File: src/rtl/deser_pkg.sv
// Shared definitions for the serial-to-parallel word deserialiser.
package deser_pkg;

  localparam int unsigned DefaultWidth = 8;

  // Counter must hold WIDTH+1 frame positions when the parity bit is enabled.
  function automatic int unsigned cnt_width(input int unsigned width);
    return $clog2(width + 2);
  endfunction

  typedef enum logic {
    MSB_FIRST = 1'b0,
    LSB_FIRST = 1'b1
  } bit_order_e;

endpackage

File: src/rtl/deser_if.sv
// Serial input / parallel ready-valid output bundle of deser_word.
interface deser_if
  import deser_pkg::*;
#(
  parameter int unsigned WIDTH = DefaultWidth,
  parameter int unsigned CNT_W = cnt_width(WIDTH)
);

  logic             bit_in;
  logic             bit_valid;
  logic             msb_first;
  logic             flush;
  logic             out_ready;
  logic [WIDTH-1:0] out_word;
  logic             out_valid;
  logic [CNT_W-1:0] bit_count;
  logic             overrun;
  logic             parity_err;

  modport master (
    output bit_in, bit_valid, msb_first, flush, out_ready,
    input  out_word, out_valid, bit_count, overrun, parity_err
  );

  modport slave (
    input  bit_in, bit_valid, msb_first, flush, out_ready,
    output out_word, out_valid, bit_count, overrun, parity_err
  );

endinterface

File: src/rtl/deser_out_reg.sv
// Ready/valid holding register for completed words, with sticky overrun flag.
module deser_out_reg #(
  parameter int unsigned WIDTH = 8
) (
  input  logic             clk,
  input  logic             rst,
  input  logic             flush,
  input  logic             load,
  input  logic [WIDTH-1:0] load_word,
  input  logic             load_perr,
  input  logic             out_ready,
  output logic [WIDTH-1:0] out_word,
  output logic             out_valid,
  output logic             overrun,
  output logic             parity_err
);

  logic [WIDTH-1:0] word_q, word_d;
  logic             valid_q, valid_d;
  logic             ovr_q, ovr_d;
  logic             perr_q, perr_d;
  logic             accept;

  always_comb begin
    accept  = load && (!valid_q || out_ready);
    word_d  = word_q;
    valid_d = valid_q;
    ovr_d   = ovr_q;
    perr_d  = perr_q;
    if (flush) begin
      word_d  = '0;
      valid_d = 1'b0;
      ovr_d   = 1'b0;
      perr_d  = 1'b0;
    end else begin
      if (accept) begin
        word_d  = load_word;
        perr_d  = load_perr;
        valid_d = 1'b1;
      end else if (valid_q && out_ready) begin
        valid_d = 1'b0;
      end
      // A completed frame that cannot be accepted is dropped.
      if (load && !accept) begin
        ovr_d = 1'b1;
      end
    end
  end

  always_ff @(posedge clk or posedge rst) begin
    if (rst) begin
      word_q  <= '0;
      valid_q <= 1'b0;
      ovr_q   <= 1'b0;
      perr_q  <= 1'b0;
    end else begin
      word_q  <= word_d;
      valid_q <= valid_d;
      ovr_q   <= ovr_d;
      perr_q  <= perr_d;
    end
  end

  assign out_word   = word_q;
  assign out_valid  = valid_q;
  assign overrun    = ovr_q;
  assign parity_err = perr_q;

endmodule

File: src/rtl/deser_word.sv
// Serial-to-parallel deserialiser with selectable bit order.
// Define DESER_PARITY_EN to append and check an even-parity bit per frame.
module deser_word
  import deser_pkg::*;
#(
  parameter int unsigned WIDTH = DefaultWidth,
  parameter int unsigned CNT_W = cnt_width(WIDTH)
) (
  input logic    clk,
  input logic    rst,
  deser_if.slave bus
);

`ifdef DESER_PARITY_EN
  localparam int unsigned Flen = WIDTH + 1;
`else
  localparam int unsigned Flen = WIDTH;
`endif
  localparam logic [CNT_W-1:0] LastCnt = CNT_W'(Flen - 1);

  logic [WIDTH-1:0] shift_q, shift_d, shifted;
  logic [CNT_W-1:0] count_q, count_d;
  bit_order_e       order_q, order_d, order_cur;
  logic             last_bit;
  logic             frame_done;
  logic [WIDTH-1:0] done_word;
  logic             done_perr;

  always_comb begin
    // Order is taken live on the first bit of a frame, then held.
    if (count_q == '0) begin
      order_cur = bus.msb_first ? MSB_FIRST : LSB_FIRST;
    end else begin
      order_cur = order_q;
    end
    if (order_cur == MSB_FIRST) begin
      shifted = {shift_q[WIDTH-2:0], bus.bit_in};
    end else begin
      shifted = {bus.bit_in, shift_q[WIDTH-1:1]};
    end
    last_bit   = (count_q == LastCnt);
    frame_done = bus.bit_valid && !bus.flush && last_bit;
  end

`ifdef DESER_PARITY_EN
  // Final bit is parity: the data is already complete in the shift register.
  assign done_word = shift_q;
  assign done_perr = (^shift_q) ^ bus.bit_in;
`else
  assign done_word = shifted;
  assign done_perr = 1'b0;
`endif

  always_comb begin
    shift_d = shift_q;
    count_d = count_q;
    order_d = order_q;
    if (bus.flush) begin
      shift_d = '0;
      count_d = '0;
    end else if (bus.bit_valid) begin
      order_d = order_cur;
      if (last_bit) begin
        shift_d = '0;
        count_d = '0;
      end else begin
        shift_d = shifted;
        count_d = count_q + CNT_W'(1);
      end
    end
  end

  always_ff @(posedge clk or posedge rst) begin
    if (rst) begin
      shift_q <= '0;
      count_q <= '0;
      order_q <= MSB_FIRST;
    end else begin
      shift_q <= shift_d;
      count_q <= count_d;
      order_q <= order_d;
    end
  end

  deser_out_reg #(
    .WIDTH (WIDTH)
  ) u_out_reg (
    .clk        (clk),
    .rst        (rst),
    .flush      (bus.flush),
    .load       (frame_done),
    .load_word  (done_word),
    .load_perr  (done_perr),
    .out_ready  (bus.out_ready),
    .out_word   (bus.out_word),
    .out_valid  (bus.out_valid),
    .overrun    (bus.overrun),
    .parity_err (bus.parity_err)
  );

  assign bus.bit_count = count_q;

endmodule

File: src/flat_wrapper.sv
// flat-port wrapper written by rule: the top's interface ports become plain ports
module deser_word_flat import deser_pkg::*;
#(
  parameter int unsigned WIDTH = DefaultWidth,
  parameter int unsigned CNT_W = cnt_width(WIDTH)
)
  (clk, rst, bus_bit_in, bus_bit_valid, bus_msb_first, bus_flush, bus_out_ready, bus_out_word, bus_out_valid, bus_bit_count, bus_overrun, bus_parity_err);
  deser_if #(.WIDTH(WIDTH), .CNT_W(CNT_W)) bus_i ();
  input logic clk;
  input logic rst;
  input wire logic [$bits(bus_i.bit_in)-1:0] bus_bit_in;
  input wire logic [$bits(bus_i.bit_valid)-1:0] bus_bit_valid;
  input wire logic [$bits(bus_i.msb_first)-1:0] bus_msb_first;
  input wire logic [$bits(bus_i.flush)-1:0] bus_flush;
  input wire logic [$bits(bus_i.out_ready)-1:0] bus_out_ready;
  output wire logic [$bits(bus_i.out_word)-1:0] bus_out_word;
  output wire logic [$bits(bus_i.out_valid)-1:0] bus_out_valid;
  output wire logic [$bits(bus_i.bit_count)-1:0] bus_bit_count;
  output wire logic [$bits(bus_i.overrun)-1:0] bus_overrun;
  output wire logic [$bits(bus_i.parity_err)-1:0] bus_parity_err;
  assign bus_i.bit_in = bus_bit_in;
  assign bus_i.bit_valid = bus_bit_valid;
  assign bus_i.msb_first = bus_msb_first;
  assign bus_i.flush = bus_flush;
  assign bus_i.out_ready = bus_out_ready;
  assign bus_out_word = bus_i.out_word;
  assign bus_out_valid = bus_i.out_valid;
  assign bus_bit_count = bus_i.bit_count;
  assign bus_overrun = bus_i.overrun;
  assign bus_parity_err = bus_i.parity_err;
  deser_word #(.WIDTH(WIDTH), .CNT_W(CNT_W)) u_core (.clk(clk), .rst(rst), .bus(bus_i));
endmodule
File: config.mk
export PLATFORM = sky130hd
export DESIGN_NAME = deser_word_flat
export DESIGN_NICKNAME = d
export VERILOG_FILES = /design/src/rtl/deser_pkg.sv /design/src/rtl/deser_if.sv /design/src/rtl/deser_out_reg.sv /design/src/rtl/deser_word.sv /design/src/flat_wrapper.sv
export SDC_FILE = /design/constraint.sdc
export NUM_CORES = 1
export LEC_CHECK = 0
export CORE_MARGIN = 1
export CORE_UTILIZATION = 51
export DETAILED_ROUTE_END_ITERATION = 8
export PLACE_DENSITY = 0.87
export SLEW_MARGIN = 20
export SYNTH_ARGS = -nofsm -noshare
export SYNTH_HDL_FRONTEND = slang
export SYNTH_SLANG_ARGS = --single-unit
File: constraint.sdc
create_clock -name clk -period 1.64 [get_ports clk]
set_clock_uncertainty 0.05 [all_clocks]
set_input_delay 0.164 -clock clk [delete_from_list [all_inputs] [get_ports clk]]
set_output_delay 0.164 -clock clk [all_outputs]
set_load 0.03 [all_outputs]
==> insert_results.sql <==
INSERT INTO impl_metrics (metric_group, metric, value, unit) VALUES
('global_routing', 'grt_max_degree', '15', ''),
('pwr', 'p_int', '814.8', 'uW'),
('finish', 'fill_cells', '134', ''),
('synth', 'synth_top_cells_by_count', 'mux2i_1, dfrtp_1, mux2_2', ''),
('routing', 'routed_via_density', '5.756', ''),
('global_routing', 'grt_pass1_vias', '915', ''),
('synth', 'synth-warning-count', '0', ''),
('sta', 'fin_crit_sh', '1.021', ''),
('routing', 'wirelength', '2862', 'um'),
('synth', 'ys_ff_latch', '23', ''),
('sta', 'setup_viol', '11', ''),
('pwr', 'switchingPower', '325.4', 'uW'),
('clock_tree', 'clkTransAtPathRegs', '120', 'ps'),
('sta', 'fmax', '597.0', 'MHz'),
('sta', 'slew_viol_final', '0', ''),
('sta', 'finalWorstSetupSlack', '-35.02', 'ps'),
('place', 'number_of_buffers_added_on_ports', '20', ''),
('clock_tree', 'cts_tree', 'built', ''),
('outcome', 'violations', 'setup timing', ''),
('global_routing', 'grt_pass1_wl', '4347', 'um'),
('floorplan', 'die_height', '51.98', 'um'),
('synth', 'synth_most_common_cell', 'mux2i_1', ''),
('finish', 'count_of_antenna_diodes_in_the_layout', '0', ''),
('flow_run', 'max_cap_violations', '0', ''),
('place', 'place_worst_setup_slack', '-109.6', 'ps'),
('global_routing', 'globalRouteTotalUtil', '0.2241', ''),
('routing', 'num_vias', '921', ''),
('floorplan', 'num_io_pins', '22', ''),
('synth', 'synth_top_cell_by_area', 'dfrtp_1', ''),
('synth', 'post_synth_num_cell_types', '26', ''),
('min_path', 'hold_class', 'in -> async', ''),
('worst_setup_path', 'critical_path_required', '1840', 'ps'),
('clock_tree', 'clock_path_buffers', '2', ''),
('global_routing', 'grt_overflow', '0', ''),
('pwr', 'power.share.clock', '0.224', ''),
('clock_tree', 'cts_bufs_inserted', '3', ''),
('worst_setup_path', 'cp_slowest_cell', 'dfrtp_2', ''),
('finish', 'finalNetCount', '142', ''),
('worst_setup_path', 'crit_path_max_incr_delay', '470', 'ps'),
('clock_tree', 'cts_hold_repair.buffers', '0', ''),
('routing', 'drc', '0', ''),
('synth', 'synth_async_sr_flop_share', '1.000', ''),
('place', 'place_hpwl', '1908', 'um'),
('floorplan', 'die_width', '51.98', 'um'),
('sta', 'period_minus_slack', '1675', 'ps'),
('synth', 'seq_area_frac_synth', '0.4519', ''),
('worst_setup_path', 'timing.critical_path.cells', 'inv_2 -> ha_4 -> nor3b_4 -> buf_6 -> mux2i_4 -> mux2_2', ''),
('synth', 'number_of_flops_mapped_to_enable_cells_by_yosys', '0', ''),
('worst_setup_path', 'timing.critical_path.to_type', 'flip-flop', ''),
('pwr', 'maximum_vdd_drop', '0.5632', 'mV'),
('clock_tree', 'tritoncts_num_sinks', '23', ''),
('synth', 'synth.avg_cell_area', '12.02', 'um2'),
('floorplan', 'num_rows', '17', ''),
('pwr', 'powerDensity', '662.8', 'mW/mm2'),
('floorplan', 'die_area', '0.002701', 'mm2'),
('pwr', 'p_sw_frac', '0.2854', ''),
('synth', 'post_synth_instance_area', '0.001274', 'mm2'),
('pwr', 'p_seq_frac', '0.544', ''),
('synth', 'syn_inst', '106', ''),
('routing', 'antenna_left', '0', ''),
('synth', 'ys_dominant_reg_cell', 'dfrtp_1', ''),
('finish', 'areaGrowthSynthToFinish', '35.07', '%'),
('clock_tree', 'clockRootBuffer', 'clkbuf_4', ''),
('outcome', 'run_status', 'finished with violations', ''),
('routing', 'drt-pass1-iter-count', '4', ''),
('clock_tree', 'htree_num_levels', '1', ''),
('synth', 'yosys-top-cells-area', 'dfrtp_1, mux2i_1, mux2_2, a22o_1, nor2b_1', ''),
('floorplan', 'initial_core_util', '0.5596', ''),
('worst_setup_path', 'worstSetupStartpointType', 'flip-flop', ''),
('synth', 'synth_fp_nets', '115', ''),
('worst_setup_path', 'crit_path_max_fanout', '5', '');
==> path summary, 6_finish.rpt <==
kind	from	end	slack, ps	cells past startpoint
hold reg to reg	u_core.u_out_reg.overrun$_DFFE_PP0P_	u_core.u_out_reg.overrun$_DFFE_PP0P_	510	2
setup reg to reg	u_core.bus.bit_count[0]$_DFFE_PP0P_	u_core.u_out_reg.out_word[4]$_DFFE_PP0P_	-40	6
min in group clk	u_core.u_out_reg.overrun$_DFFE_PP0P_	u_core.u_out_reg.overrun$_DFFE_PP0P_	510	2
max in group asynchronous	rst	u_core.bus.bit_count[0]$_DFFE_PP0P_	1040	3
setup / recovery	u_core.bus.bit_count[0]$_DFFE_PP0P_	u_core.u_out_reg.out_word[4]$_DFFE_PP0P_	-40	6
hold / removal	rst	u_core.shift_q[6]$_DFFE_PP0P_	80	2
==> metrics by stage <==
stage / cell area (um2) / power (mW) / cells
finish: 1720 / 1.140 / 160
global route: 1720 / 1.183 / 160
CTS: 1564 / 1.067 / 157
detailed placement: 1528 / 0.8127 / 153
global placement: 1528 / 0.8061 / 153
floorplan: 1275 / 0.7536 / 106
==> cell usage in the layout (no fill, tap or decap), types with 2 or more instances in the layout <==
cell type / Yosys / routed
mux2_2: 9 / 6
inv_1: 4 / 2
mux2i_4: 0 / 8
buf_12: 0 / 2
dfrtp_1: 23 / 21
and2b_1: 3 / 3
nand2_1: 3 / 3
mux2i_1: 25 / 17
dlygate4sd2_1: 0 / 4
dfrtp_2: 0 / 2
a21oi_1: 2 / 2
nor2b_1: 6 / 5
buf_6: 2 / 2
clkdlybuf4s50_1: 0 / 16
inv_2: 0 / 2
clkbuf_4: 0 / 3
buf_4: 1 / 4
a22o_1: 8 / 8
mux2_4: 0 / 3
nor2_1: 3 / 3
==> routing by layer <==
metal,track usage,vias to the layer above,wire (um)
met5,0,-,0
met4,0.08108,0,44
met3,0.01754,4,113
met2,0.3675,22,1467
met1,0.3087,468,1237
li1,-,427,-
==> sequential cells by signal, indices dropped and copies added, names as in the netlist <==
signal,cells
u_core.bus.bit_count,4
u_core.order_q,1
u_core.shift_q,8
u_core.u_out_reg.out_valid,1
u_core.u_out_reg.out_word,8
u_core.u_out_reg.overrun,1
==> cell families (layout without fill, tap and decap cells) <==
family,count (synthesis),after routing,synth area share
muxes,34,34,0.2760
DFF,23,23,0.4519
and+or+nand+nor,22,22,0.1189
AOI/OAI and AO/OA,13,13,0.07663
buffers and inverters,10,36,0.04715
adders and majority gates,2,2,0.01964
other,1,1,0.002944
xor gates and xnor gates,1,1,0.006877
==> area by class of cell <==
type	instances	area, um2	area share
Clock inverter	1	5.005	0.002909
Clock buffer	3	22.52	0.01309
Timing Repair Buffer	28	287.8	0.1673
Multi-Input combinational cell	73	777.0	0.4516
Sequential cell	23	578.1	0.3360
Inverter	4	15.01	0.008727
Tap cell	28	35.03	0.02036
==> what timing repair did <==
action / in CTS / in global routing
pin swaps: 0 / 4
endpoints found under the setup margin: 16 / 17
resized for setup: 8 / 28
endpoints found under the hold margin: 0 / 0
cloned: 0 / 1
setup buffers: 0 / 2
==> worst max-delay path, delay by kind of cell, from the launching register on <==
family,cells,cell delay [ps]
muxes,2,450
buffers and inverters,2,300
adders and majority gates,1,120
and+or+nand+nor,1,220
DFF,1,470
==> power by group through the flow <==
| stage | logic [mW] | clock network [mW] | registers (mW) |
|---|---|---|---|
| 2_1_floorplan | 0.143 | 0 | 0.611 |
| 3_3_place_gp | 0.181 | 0 | 0.626 |
| 3_5_place_dp | 0.184 | 0 | 0.628 |
| 4_1_cts | 0.187 | 0.262 | 0.618 |
| 5_1_grt | 0.281 | 0.279 | 0.623 |
| 6_report | 0.264 | 0.256 | 0.620 |
(Power assumes the default switching activity.)
